File: src/rtl/jtcps1_vram_arb.sv
// Three-port VRAM read arbiter for the CPS1 video path.
// Scroll, object and palette each own a one-word read cache; on a miss the
// requester competes round-robin for the single shared VRAM read port.
module jtcps1_vram_arb (
  input  logic        rst,
  input  logic        clk,
  // scroll
  input  logic [17:1] vram1_addr,
  input  logic        vram1_cs,
  output logic [15:0] vram1_data,
  output logic        vram1_ok,
  // objects
  input  logic [17:1] vram_obj_addr,
  input  logic        vram_obj_cs,
  output logic [15:0] vram_obj_data,
  output logic        vram_obj_ok,
  // palette
  input  logic [17:1] vram_pal_addr,
  input  logic        vram_pal_cs,
  output logic [15:0] vram_pal_data,
  output logic        vram_pal_ok,
  // shared VRAM port
  output logic [17:1] mem_addr,
  output logic        mem_cs,
  input  logic [15:0] mem_data,
  input  logic        mem_ok
);

  typedef enum logic {
    ST_IDLE = 1'b0,
    ST_BUSY = 1'b1
  } state_t;

  localparam logic [1:0] IDX_SCR = 2'd0;
  localparam logic [1:0] IDX_OBJ = 2'd1;
  localparam logic [1:0] IDX_PAL = 2'd2;

  state_t      r_state;
  state_t      w_state_nxt;

  logic [17:1] w_addr [3];
  logic [2:0]  w_cs;
  logic [2:0]  w_ok;
  logic [2:0]  w_pend;

  logic [15:0] r_data  [3];
  logic [17:1] r_tag   [3];
  logic [2:0]  r_valid;

  logic [1:0]  r_grant;
  logic [1:0]  r_last;
  logic [17:1] r_mem_addr;
  logic        r_mem_cs;

  logic [1:0]  w_grant_nxt;
  logic [1:0]  w_last_nxt;
  logic [17:1] w_mem_addr_nxt;
  logic        w_mem_cs_nxt;
  logic        w_fill;

  logic        w_found;
  logic [1:0]  w_pick;
  logic [1:0]  w_scan;

  // Wrap-around successor of a requester index (0 -> 1 -> 2 -> 0).
  function automatic logic [1:0] next_idx(input logic [1:0] i);
    return (i == IDX_PAL) ? IDX_SCR : i + 2'd1;
  endfunction

  assign w_addr[IDX_SCR] = vram1_addr;
  assign w_addr[IDX_OBJ] = vram_obj_addr;
  assign w_addr[IDX_PAL] = vram_pal_addr;
  assign w_cs            = {vram_pal_cs, vram_obj_cs, vram1_cs};

  // Cache hit: requested address matches the valid tag; a miss is pending.
  always_comb begin
    for (int i = 0; i < 3; i++) begin
      w_ok[i] = w_cs[i] & r_valid[i] & (r_tag[i] == w_addr[i]);
    end
    w_pend = w_cs & ~w_ok;
  end

  // Round-robin search for a pending requester, starting after the last grant.
  always_comb begin
    // NOTE: every variable gets a value before any branch, so no latch is inferred.
    w_found = 1'b0;
    w_pick  = IDX_SCR;
    w_scan  = next_idx(r_last);
    for (int k = 0; k < 3; k++) begin
      if (!w_found && w_pend[w_scan]) begin
        w_found = 1'b1;
        w_pick  = w_scan;
      end
      w_scan = next_idx(w_scan);
    end
  end

  // Next-state and next-output logic of the two-state arbiter.
  always_comb begin
    w_state_nxt    = r_state;
    w_mem_cs_nxt   = r_mem_cs;
    w_mem_addr_nxt = r_mem_addr;
    w_grant_nxt    = r_grant;
    w_last_nxt     = r_last;
    w_fill         = 1'b0;
    case (r_state)
      ST_IDLE: begin
        // A stray mem_ok here is deliberately ignored.
        w_mem_cs_nxt = 1'b0;
        if (w_found) begin
          w_state_nxt    = ST_BUSY;
          w_mem_cs_nxt   = 1'b1;
          w_mem_addr_nxt = w_addr[w_pick];
          w_grant_nxt    = w_pick;
          w_last_nxt     = w_pick;
        end
      end
      ST_BUSY: begin
        // Address and request hold until the memory answers, even if the
        // requester has since dropped cs or moved its address.
        if (mem_ok) begin
          w_fill       = 1'b1;
          w_mem_cs_nxt = 1'b0;
          w_state_nxt  = ST_IDLE;
        end
      end
      default: w_state_nxt = ST_IDLE;
    endcase
  end

  // State register.
  always_ff @(posedge clk or posedge rst) begin
    // NOTE: sequential state uses non-blocking assignments so all registers
    // update together from values sampled at the same edge.
    if (rst) r_state <= ST_IDLE;
    else     r_state <= w_state_nxt;
  end

  // Shared-port request registers and arbitration bookkeeping.
  always_ff @(posedge clk or posedge rst) begin
    if (rst) begin
      r_mem_cs   <= 1'b0;
      r_mem_addr <= '0;
      r_grant    <= IDX_SCR;
      r_last     <= IDX_PAL;
    end else begin
      r_mem_cs   <= w_mem_cs_nxt;
      r_mem_addr <= w_mem_addr_nxt;
      r_grant    <= w_grant_nxt;
      r_last     <= w_last_nxt;
    end
  end

  // Per-requester cache fill from the answered transfer.
  always_ff @(posedge clk or posedge rst) begin
    // NOTE: the caches are only three words, and a cleared valid bit alone is
    // not enough: data and tags must read as zero straight out of reset.
    if (rst) begin
      for (int i = 0; i < 3; i++) begin
        r_data[i] <= '0;
        r_tag[i]  <= '0;
      end
      r_valid <= '0;
    end else if (w_fill) begin
      r_data[r_grant]  <= mem_data;
      r_tag[r_grant]   <= r_mem_addr;
      r_valid[r_grant] <= 1'b1;
    end
  end

  assign mem_cs        = r_mem_cs;
  assign mem_addr      = r_mem_addr;

  assign vram1_data    = r_data[IDX_SCR];
  assign vram_obj_data = r_data[IDX_OBJ];
  assign vram_pal_data = r_data[IDX_PAL];
  assign vram1_ok      = w_ok[IDX_SCR];
  assign vram_obj_ok   = w_ok[IDX_OBJ];
  assign vram_pal_ok   = w_ok[IDX_PAL];

endmodule

File: config.mk
export PLATFORM = sky130hd
export DESIGN_NAME = jtcps1_vram_arb
export DESIGN_NICKNAME = d
export VERILOG_FILES = /design/src/rtl/jtcps1_vram_arb.sv
export SDC_FILE = /design/constraint.sdc
export NUM_CORES = 1
export LEC_CHECK = 0
export ABC_AREA = 1
export CORE_MARGIN = 2
export CORE_UTILIZATION = 55
export DETAILED_ROUTE_END_ITERATION = 7
export PLACE_DENSITY = 0.86
export REMOVE_ABC_BUFFERS = 1
export SLEW_MARGIN = 20
export SYNTH_ARGS = -nofsm -noshare
export SYNTH_HDL_FRONTEND = slang
export SYNTH_SLANG_ARGS = --single-unit
File: constraint.sdc
create_clock -name clk -period 10.1 [get_ports clk]
set_clock_uncertainty 0.05 [all_clocks]
set_input_delay 2.525 -clock clk [delete_from_list [all_inputs] [get_ports clk]]
set_output_delay 2.525 -clock clk [all_outputs]
set_load 0.1 [all_outputs]
=== Word level (Yosys, flattened, before mapping) ===
Index checks and enable logic that the tools add are counted.

* Register bits after elaboration: 125

* Bitwise gates (word level): 12
* $lt $le $gt $ge: 8
* Muxes and demuxes: 33
* Equality and inequality tests: 7
* $add $sub $neg: 3
* Reductions and logical operators: 7

{| class="wikitable"
|+ Operator list
! kind !! count
|-
| $bwmux 51 || 1
|-
| $eq 17x17->1 || 3
|-
| $mux 17 || 3
|-
| $bwmux 48 || 1
|-
| $bmux 17 s2 || 1
|-
| $demux 17 s2 || 1
|-
| $demux 16 s2 || 1
|-
| $mux 16 || 1
|-
| $lt 2x3->1 const B || 4
|-
| $mux 1 || 12
|-
| $mux 2 || 6
|-
| $add 2x1->2 const B || 3
|-
| $and 1x1->1 || 6
|-
| $bmux 1 s2 || 3
|-
| $eq 2x2->1 const B || 3
|-
| $ge 3x3->1 const B || 2
|-
| $not 2->3 || 2
|-
| $logic_and 1x1->1 || 4
|-
| $pmux 1 s2 || 2
|-
| $and 3x3->3 || 1
|-
| $lt 3x1->1 const B || 1
|-
| $not 3->3 || 1
|-
| $or 3x3->3 || 1
|-
| $demux 1 s2 || 1
|-
| other kinds (5) || 6
|}

=== Depth between registers and ports, before layout ===
Gate-level depths: netlist of the first run.

* Depth in word-level cells: 17
* Mapped depth: 19

=== Least setup slack after synthesis of the first run ===
Ideal clock, no wire load.

* Path type: input to output
* From: input vram_pal_addr[8] in the netlist's numbering
* To: output vram_pal_ok
* Arrival: 6.174 ns
* Path buffers: 0
* Slack: 1.351 ns
* Data required time: 7.525 ns
* Stages on the path: 6
* Cells stage by stage: inv_1 > nand2_1 > nand2_1 > a2111oi_0 > nand2_1 > nor4b_1

* Word-level cells in the longest chain between the ends: 2

{| class="wikitable"
|+ Ends and longest elaborated chain
! item !! line !! RTL
|-
| start: declaration || 18 || <nowiki>input logic [17:1] vram_pal_addr,</nowiki>
|-
| $eq 17x17->1 || 78 || <nowiki>w_ok[i] = w_cs[i] & r_valid[i] & (r_tag[i] == w_addr[i]);</nowiki>
|-
| $and 1x1->1 || 78 ||
|-
| end: declaration || 21 || <nowiki>output logic vram_pal_ok,</nowiki>
|}

No other way between the ends.

=== Final worst setup path of the first run ===
* From: input vram1_addr[12] in the netlist's numbering
* To: output vram1_ok

* Word-level cells in the longest chain between the ends: 2

{| class="wikitable"
|+ Ends and longest elaborated chain
! item !! line !! RTL
|-
| start: declaration || 8 || <nowiki>input logic [17:1] vram1_addr,</nowiki>
|-
| $eq 17x17->1 || 78 ||
|-
| $and 1x1->1 || 78 ||
|-
| end: declaration || 11 || <nowiki>output logic vram1_ok,</nowiki>
|}

No other way between the ends.

==> flow_summary.yaml, run 1 <==
status:
  status: "finished clean"
sta:
  slew_violations: 0
  hold_violations: 0
  setup_violations: 0
  relSlewSlack_pct: 30.3
  period_share_pct: 78.5
  fin_ws_ps: 2170
  worst_slew_pin_slew_ps: 1040
  timing.fmax_mhz: 126
  finalSetupTns_ps: 0
  fin_crit_ps: 7930
  rsz0062_at_grt: "no"
synthesis:
  synth_mux_area_share_pct: 0
  synth_top_family_by_area: "simple AND/OR/NAND/NOR gates"
  synth_cells: 873
  synthDistinctLibCells: 34
  synthAdderAreaFrac_pct: 0
  synth_edf_count: 0
  netlist_area_um2: 6490
  synthXorXnorAreaFrac_pct: 0.539
  yosysMostFrequentCell: "nand2_1"
  synth_warnings: 0
  async_reset_ff_share_pct: 100
  synth_commonest_cells: "269 x nand2_1, 133 x inv_1, 123 x dfrtp_1"
  synth_ff_type: "dfrtp_1"
  synth.top_cell.area_share_pct: 47.4
  synthSimpleGateAreaFrac_pct: 29.1
  synth-compound-area-share_pct: 11.7
  yosys.area.top_type: "dfrtp_1"
  ys_seq_area_share_pct: 47.8
  avgSynthCellArea_um2: 7.44
  ys_ff_latch: 124
  yosys-top-cells-area: "dfrtp_1 47%, nand2_1 16%, o21ai_0 8.0%, inv_1 7.7%, nor2_1 3.6%"
global_routing:
  grt_pass1_vias: 6240
  use_met3_pct: 9.88
  grt_pass1_wl_mm: 30.7
  grt_overflow_total: 0
  met2_usage_pct: 49.1
  grt_util_met1_pct: 40.0
  grt_max_degree: 87
  antenna_found_initial: 0
  grt_use_total_pct: 31.3
  top_usage_layer: "met2"
route:
  drtIter0Drc: 591
  dr.pass1.iters: 5
  viasPerCell: 5.38
  via_count: 6255
  drc: 0
  routed_wl_mm: 18.7
  ant_nets: 0
  post_drt_wl_per_cell_um: 16.1
cells_and_area:
  drive_gt1_share_pct: 8.43
  nNetsFinal: 1080
  nFillCells: 878
  utilization_pct: 75.2
  final_cell_area_um2: 8620
  area.growth.synth_to_final_pct: 32.8
  diodes: 0
  seqCellArea_um2: 3100
  multiInputGateArea_um2: 2700
floorplanning:
  die_width_um: 113
  rows: 39
  io_pins: 142
  core_um2: 11500
  dieArea_um2: 12700
  die_y_um: 113
  initial_core_util_pct: 56.6
worst_hold_path:
  whs_path_depth: 2
  hp-start: "vram_pal_data[1]$_DFFE_PP0P_"
  min_path_type: "reg2reg"
  hold_end: "vram_pal_data[1]$_DFFE_PP0P_"
cts:
  numCtsBuffers: 17
  cts_hold_buffers: 0
  clock-sinks: 124
  ctsHtreeMaxLevel: 4
  clk_pin_slew_worst_paths_ps: 60
  cts_buffer_depth: 2
  clk_latency_ps: 420
  root_buffer: "clkbuf_16"
  postCtsSetupBuffers: 0
  cts_resized: 0
  cts_tree: "built"
setup_path:
  max_stage_delay_ps: 1250
  critical-path-top-cell-by-count: "clkdlybuf4s50_1"
  critPathMaxFanout: 2
  r2r_end: "mem_addr[1]$_DFFE_PP0P_"
  path_cells: "clkdlybuf4s50_1 -> inv_1 -> nand2_1 -> o21ai_0 -> nor3b_1 -> nand3_1 -> nor4_1 -> clkdlybuf4s50_1"
  cp_data_arrival_time_ps: 5350
  reg2reg_from: "r_tag[31]$_DFFE_PP0P_"
  worstSetupPathType: "in2out"
  crit_slowest_cell: "clkdlybuf4s50_1"
  critical_path.endpoint_type: "output port"
  cp.required_ps: 7530
  r2r_slack_ps: 7560
  r2r.worst_path.cells: 15
  crit_path_start_kind: "primary input"
placement:
  hpwl_mm: 12.9
  place_ws_ps: 2320
  gp_congestion: 0.984
  place_area_um2: 7980
  portBuffers: 141
job:
  cap_violations: 0
## worst max-delay path by stage
stage | from | to | slack (ps)
final | vram1_addr[12] | vram1_ok | 2170
after global routing | vram_pal_addr[8] | vram_pal_ok | 2150
after CTS | vram1_addr[12] | vram1_ok | 2250
after detailed placement | vram1_addr[14] | vram1_ok | 2320
after global placement | vram1_addr[14] | vram1_ok | 2330
after floorplan | vram_pal_addr[8] | vram_pal_ok | 1350
## flip-flops by register name, summed over array words and instances, names as in the netlist
name / count
mem_addr: 17
mem_cs: 1
r_grant: 2
r_last: 1
r_state: 1
r_tag: 51
r_valid: 3
vram1_data: 16
vram_obj_data: 16
vram_pal_data: 16
## metrics by stage
stage / hold slack [ps] / cells
floorplan: 384 / 842
global placement: 399 / 1131
detailed placement: 410 / 1131
CTS: 424 / 1163
global route: 446 / 1163
finish: 432 / 1163
## cells by family after synthesis
family / count (synthesis)
compound gates: 142
simple gates: 431
flops: 124
buf+inv: 172
xor+xnor: 4
## metal layers
metal,part of all wire (%),vias to the layer above
li1,-,2997
met1,41,2882
met2,46,329
met3,10,47
met4,2.8,0
met5,0,-
## cell usage in the layout (no fill, tap or decap), drive strengths merged
cell type,Yosys,final
nand3,55,55
nor3b,2,2
o21a,1,1
nor3,1,1
nand3b,1,1
dfstp,1,1
inv,140,141
a21oi,34,34
nand2,278,278
o2111ai,2,2
clkbuf,19,19
o21ai,104,104
nor4b,3,3
clkdlybuf4s50,0,141
xnor2,4,4
a2111oi,1,1
clkinv,1,7
nor2,67,67
bufinv,0,4
nor4,4,4
dfrtp,123,123
or2,4,4
nand4,16,16
clkinvlp,0,2
buf,12,5
## worst max-delay path, delay by kind of cell
kind                   cells  cell delay (ps)
buffers and inverters      3             1840
AND/OR/NAND/NOR            4              900
AO/OA/AOI/OAI              1               80
## area by class of cell
cell class / count / area share, %
inverter: 141 / 6.26
tap: 143 / 2.08
multi-input combinational: 577 / 31.4
sequential: 124 / 36.0
timing repair buffer: 146 / 16.9
clock buffer: 19 / 5.25
clock inverter: 13 / 2.19
Power of run 1 is left out: the tool's default activity adds up to more than one toggle a clock period on the data nets, which glitch-free logic cannot reach.
==> run 2: changes to the inputs <==
--- a/config.mk
+++ b/config.mk
@@ -7,9 +7,9 @@
 export LEC_CHECK = 0
 export ABC_AREA = 1
 export CORE_MARGIN = 2
-export CORE_UTILIZATION = 55
+export CORE_UTILIZATION = 51
 export DETAILED_ROUTE_END_ITERATION = 7
-export PLACE_DENSITY = 0.86
+export PLACE_DENSITY = 0.8
 export REMOVE_ABC_BUFFERS = 1
 export SLEW_MARGIN = 20
 export SYNTH_ARGS = -nofsm -noshare
==> constraint.sdc (replaced) <==
create_clock -name clk -period 8.25 [get_ports clk]
set_clock_uncertainty 0.05 [all_clocks]
set_input_delay 2.0625 -clock clk [delete_from_list [all_inputs] [get_ports clk]]
set_output_delay 2.0625 -clock clk [all_outputs]
set_load 0.1 [all_outputs]
==> flow_summary.yaml, run 2 (synthesis results as in run 1) <==
sta:
  worst_slew_pin_slew_ps: 1010
  period_share_pct: 83.6
  fin_crit_ps: 6900
  finalSetupTns_ps: 0
  relSlewSlack_pct: 32.3
  rsz0062_at_grt: "no"
  timing.fmax_mhz: 145
  hold-worst-slack_ps: 424
  hold_violations: 0
  setup_violations: 0
  slew_violations: 0
placement:
  portBuffers: 141
  gp_congestion: 0.994
  hpwl_mm: 13.1
  place_area_um2: 8010
cts:
  root_buffer: "clkbuf_16"
  cts_buffer_depth: 2
  cts_hold_buffers: 0
  clk_pin_slew_worst_paths_ps: 60
  cts_resized: 0
  postCtsSetupBuffers: 0
  clock-sinks: 124
  clk_latency_ps: 430
  cts_tree: "built"
  numCtsBuffers: 17
  ctsHtreeMaxLevel: 4
floorplanning:
  die_y_um: 117
  dieArea_um2: 13700
  die_width_um: 117
  rows: 41
  initial_core_util_pct: 51.9
  io_pins: 142
  core_um2: 12500
global_routing:
  grt_overflow_total: 0
  grt_pass1_vias: 6120
  grt_max_degree: 69
  grt_pass1_wl_mm: 29.7
  antenna_found_initial: 0
  grt_use_total_pct: 29.0
cells_and_area:
  drive_gt1_share_pct: 8.43
  nNetsFinal: 1080
  area.growth.synth_to_final_pct: 32.1
  diodes: 0
  final_cell_area_um2: 8580
  final_common_cell: "nand2_1"
  layout_common_cells: "269 x nand2_1, 141 x clkdlybuf4s50_1, 132 x inv_1"
  regMostFlops: "r_tag"
  largest_reg_flops: 51
setup_path:
  critPathBufInv: 3
  crit_path_start_kind: "primary input"
  cp_data_arrival_time_ps: 4790
  startpoint: "vram1_addr[12]"
  cp.required_ps: 6140
  crit_slowest_cell: "clkdlybuf4s50_1"
  path_cells: "clkdlybuf4s50_1 -> inv_1 -> nand2_1 -> o21ai_0 -> nor3b_1 -> nand3_1 -> nor4_1 -> clkdlybuf4s50_1"
  critical-path-top-cell-by-count: "clkdlybuf4s50_1"
  max_stage_delay_ps: 1220
  cpLargestDelayFamily: "buffers and inverters"
  reg2reg_from: "r_tag[4]$_DFFE_PP0P_"
  worstSetupPathType: "in2out"
  critical_path.endpoint_type: "output port"
  critPathMaxFanout: 2
route:
  viasPerCell: 5.24
  drtIter0Drc: 547
  post_drt_wl_per_cell_um: 15.9
  routed_wl_mm: 18.9
  drc: 0
  ant_nets: 0
  dr.pass1.iters: 6
  via_count: 6242
status:
  status: "finished clean"
worst_hold_path:
  hp-start: "r_valid[2]$_DFFE_PP0P_"
  min_path_type: "reg2reg"
job:
  cap_violations: 0
[run 2: cell types whose count changed in the layout (fill, tap and decap cells not counted), sizes merged]
cell,before,now
bufinv,4,1
clkinvlp,2,4
clkbuf,19,17
inv,141,145
clkinv,7,6
[run 2: path summary, 6_finish.rpt]
check | slack [ps] | endpoint | cells after the start
min in group asynchronous | 2110 | vram_pal_data[0]$_DFFE_PP0P_ | 2
max reg2reg | 5670 | mem_addr[2]$_DFFE_PP0P_ | 14
min reg2reg | 420 | r_valid[2]$_DFFE_PP0P_ | 2
max in group asynchronous | 4800 | r_tag[14]$_DFFE_PP0P_ | 3
max | 1350 | vram1_ok | 8
min | 420 | r_valid[2]$_DFFE_PP0P_ | 2
[run 2: stage by stage]
step	setup slack, ps	util [%]	instances
6_report	1350	68.5	1192
4_1_cts	1400	68.5	1192
3_5_place_dp	1410	64.0	1160
3_3_place_gp	1400	64.0	1160
2_1_floorplan	426	-	842
5_1_grt	1180	68.5	1192
[run 2: worst reg2reg max path, stage by stage, from the launching register on]
cell and delay, ps:
dfrtp_1 390, xnor2_1 260, nand3_1 100, nor2_1 250, nand3_2 130, nand2_2 110
nand2_2 60, nand3_2 120, nand2_2 70, nor2_4 120, nand2_4 180, nand2_4 310
nand2_1 160, nand3_2 100, a21oi_2 50
[run 2: routing by layer]
layer,track usage (%),routed length [um],up-vias
met5,0,0,-
met4,12.5,518,0
met3,9.42,1800,54
met2,46.1,8710,294
met1,36.7,7920,2894
li1,-,-,3000
[run 2: area by class of cell]
| cell class | count | area [um2] |
|---|---|---|
| fill | 1106 | 3940 |
| multi-input combinational | 577 | 2700 |
| clock buffer | 17 | 425 |
| timing repair buffer | 146 | 1450 |
| inverter | 141 | 539 |
| sequential | 124 | 3100 |
| clock inverter | 15 | 139 |
| tap | 172 | 215 |
Power of run 2 is left out for the same reason.
==> run 3: changes to the inputs <==
--- a/config.mk
+++ b/config.mk
@@ -7,9 +7,9 @@
 export LEC_CHECK = 0
 export ABC_AREA = 1
 export CORE_MARGIN = 2
-export CORE_UTILIZATION = 51
+export CORE_UTILIZATION = 46
 export DETAILED_ROUTE_END_ITERATION = 7
-export PLACE_DENSITY = 0.8
+export PLACE_DENSITY = 0.77
 export REMOVE_ABC_BUFFERS = 1
 export SLEW_MARGIN = 20
 export SYNTH_ARGS = -nofsm -noshare
==> constraint.sdc (replaced) <==
create_clock -name clk -period 6.05 [get_ports clk]
set_clock_uncertainty 0.05 [all_clocks]
set_input_delay 1.5125 -clock clk [delete_from_list [all_inputs] [get_ports clk]]
set_output_delay 1.5125 -clock clk [all_outputs]
set_load 0.1 [all_outputs]
==> flow_summary.yaml, run 3 (synthesis results as in run 1) <==
setup_path:
  reg2reg_from: "r_tag[23]$_DFFE_PP0P_"
  r2r_slack_ps: 3410
  crit_slowest_cell: "clkdlybuf4s50_1"
  worstSetupPathType: "in2out"
  critical-path-top-cell-by-count: "nand2_1"
  path_cells: "clkdlybuf4s50_1 -> inv_1 -> nand2_1 -> o21ai_0 -> nor4b_1 -> nand2_1 -> nor4_1 -> buf_4"
  r2r_end: "mem_addr[13]$_DFFE_PP0P_"
  crit_path_start_kind: "primary input"
  critical_path.endpoint_type: "output port"
  r2r.worst_path.cells: 14
  max_stage_delay_ps: 510
  cp.required_ps: 4490
  cp_data_arrival_time_ps: 3480
  critPathMaxFanout: 2
sta:
  finalSetupTns_ps: 0
  rsz0062_at_grt: "no"
  worst_slew_pin_slew_ps: 1000
  timing.fmax_mhz: 198
  fin_ws_ps: 1010
  relSlewSlack_pct: 33.1
  fin_crit_ps: 5040
  period_share_pct: 83.3
  slew_violations: 0
  hold_violations: 0
  setup_violations: 0
route:
  viasPerCell: 5.11
  ant_nets: 0
  routed_wl_mm: 19.1
  drc: 0
  drtIter0Drc: 591
  dr.pass1.iters: 6
  via_count: 6143
  post_drt_wl_per_cell_um: 15.9
cts:
  numCtsBuffers: 17
  cts_resized: 0
  ctsHtreeMaxLevel: 4
  postCtsSetupBuffers: 0
  root_buffer: "clkbuf_16"
  cts_hold_buffers: 0
  cts_buffer_depth: 2
  cts_tree: "built"
  clock-sinks: 124
  clk_pin_slew_worst_paths_ps: 60
  clk_latency_ps: 420
cells_and_area:
  drive_gt1_share_pct: 8.81
  multiInputGateArea_um2: 2700
  diodes: 0
  nNetsFinal: 1081
  final_common_cell: "nand2_1"
  utilization_pct: 62.2
  area.growth.synth_to_final_pct: 32.4
  layout_common_cells: "269 x nand2_1, 138 x clkdlybuf4s50_1, 132 x inv_1"
  seqCellArea_um2: 3100
  nFillCells: 1246
  regMostFlops: "r_tag"
  final_cell_area_um2: 8600
  largest_reg_flops: 51
global_routing:
  grt_overflow_total: 0
  grt_use_total_pct: 26.9
  grt_max_degree: 84
  grt_pass1_wl_mm: 30.7
  grt_pass1_vias: 6006
  antenna_found_initial: 0
floorplanning:
  rows: 43
  dieArea_um2: 15100
  core_um2: 13800
  io_pins: 142
  die_width_um: 123
  initial_core_util_pct: 47.0
  die_y_um: 123
status:
  status: "finished clean"
placement:
  portBuffers: 141
  gp_congestion: 0.939
  hpwl_mm: 13.3
  place_area_um2: 8020
  place_ws_ps: 1080
worst_hold_path:
  hold_end: "r_valid[0]$_DFFE_PP0P_"
  min_path_type: "reg2reg"
  hp-start: "r_valid[0]$_DFFE_PP0P_"
  whs_path_depth: 2
job:
  cap_violations: 0
==> run 3: cell count changes in the layout (fill, tap and decap cells not counted) <==
cell | previous run | this run
buf_4 | 5 | 9
clkbuf_8 | 0 | 1
clkdlybuf4s50_1 | 141 | 138
clkinv_2 | 3 | 2
clkinv_4 | 3 | 6
clkinvlp_4 | 4 | 2
inv_4 | 2 | 1
==> run 3: area by class of cell <==
| class | count | area share (%) |
|---|---|---|
| sequential | 124 | 36.1 |
| multi-input combinational | 577 | 31.4 |
| timing repair buffer | 147 | 16.8 |
| inverter | 141 | 6.30 |
| clock buffer | 18 | 5.11 |
| tap | 180 | 2.62 |
| clock inverter | 14 | 1.59 |
==> run 3: worst max-delay path by stage <==
| stage | from | endpoint | slack, ps | depth (start not counted) |
|---|---|---|---|---|
| 2_1_floorplan | vram_pal_addr[8] | vram_pal_ok | -670 | 6 |
| 3_3_place_gp | vram1_addr[8] | vram1_ok | 1100 | 8 |
| 3_5_place_dp | vram1_addr[8] | vram1_ok | 1080 | 8 |
| 4_1_cts | vram1_addr[8] | vram1_ok | 1080 | 8 |
| 5_1_grt | vram1_addr[12] | vram1_ok | 880 | 8 |
| 6_report | vram1_addr[8] | vram1_ok | 1010 | 8 |
==> run 3: metal layers <==
metal	GRT usage (%)	wire length, um	vias to the layer above
met5	0	0	-
met4	8.26	393	0
met3	9.94	1960	30
met2	41.8	8720	258
met1	35.1	8080	2848
li1	-	-	3007
==> run 3: per-stage QoR <==
step | std cells | hold WS [ps]
after floorplan | 842 | 384
after global placement | 1169 | 396
after detailed placement | 1169 | 399
after CTS | 1201 | 415
after global routing | 1201 | 456
final | 1201 | 416
==> run 3: critical path: cells and delay by family <==
| family | cells | cell delay [ps] |
|---|---|---|
| AO/OA/AOI/OAI | 1 | 80 |
| buffers and inverters | 3 | 970 |
| AND/OR/NAND/NOR | 4 | 920 |
Power of run 3 is left out for the same reason.
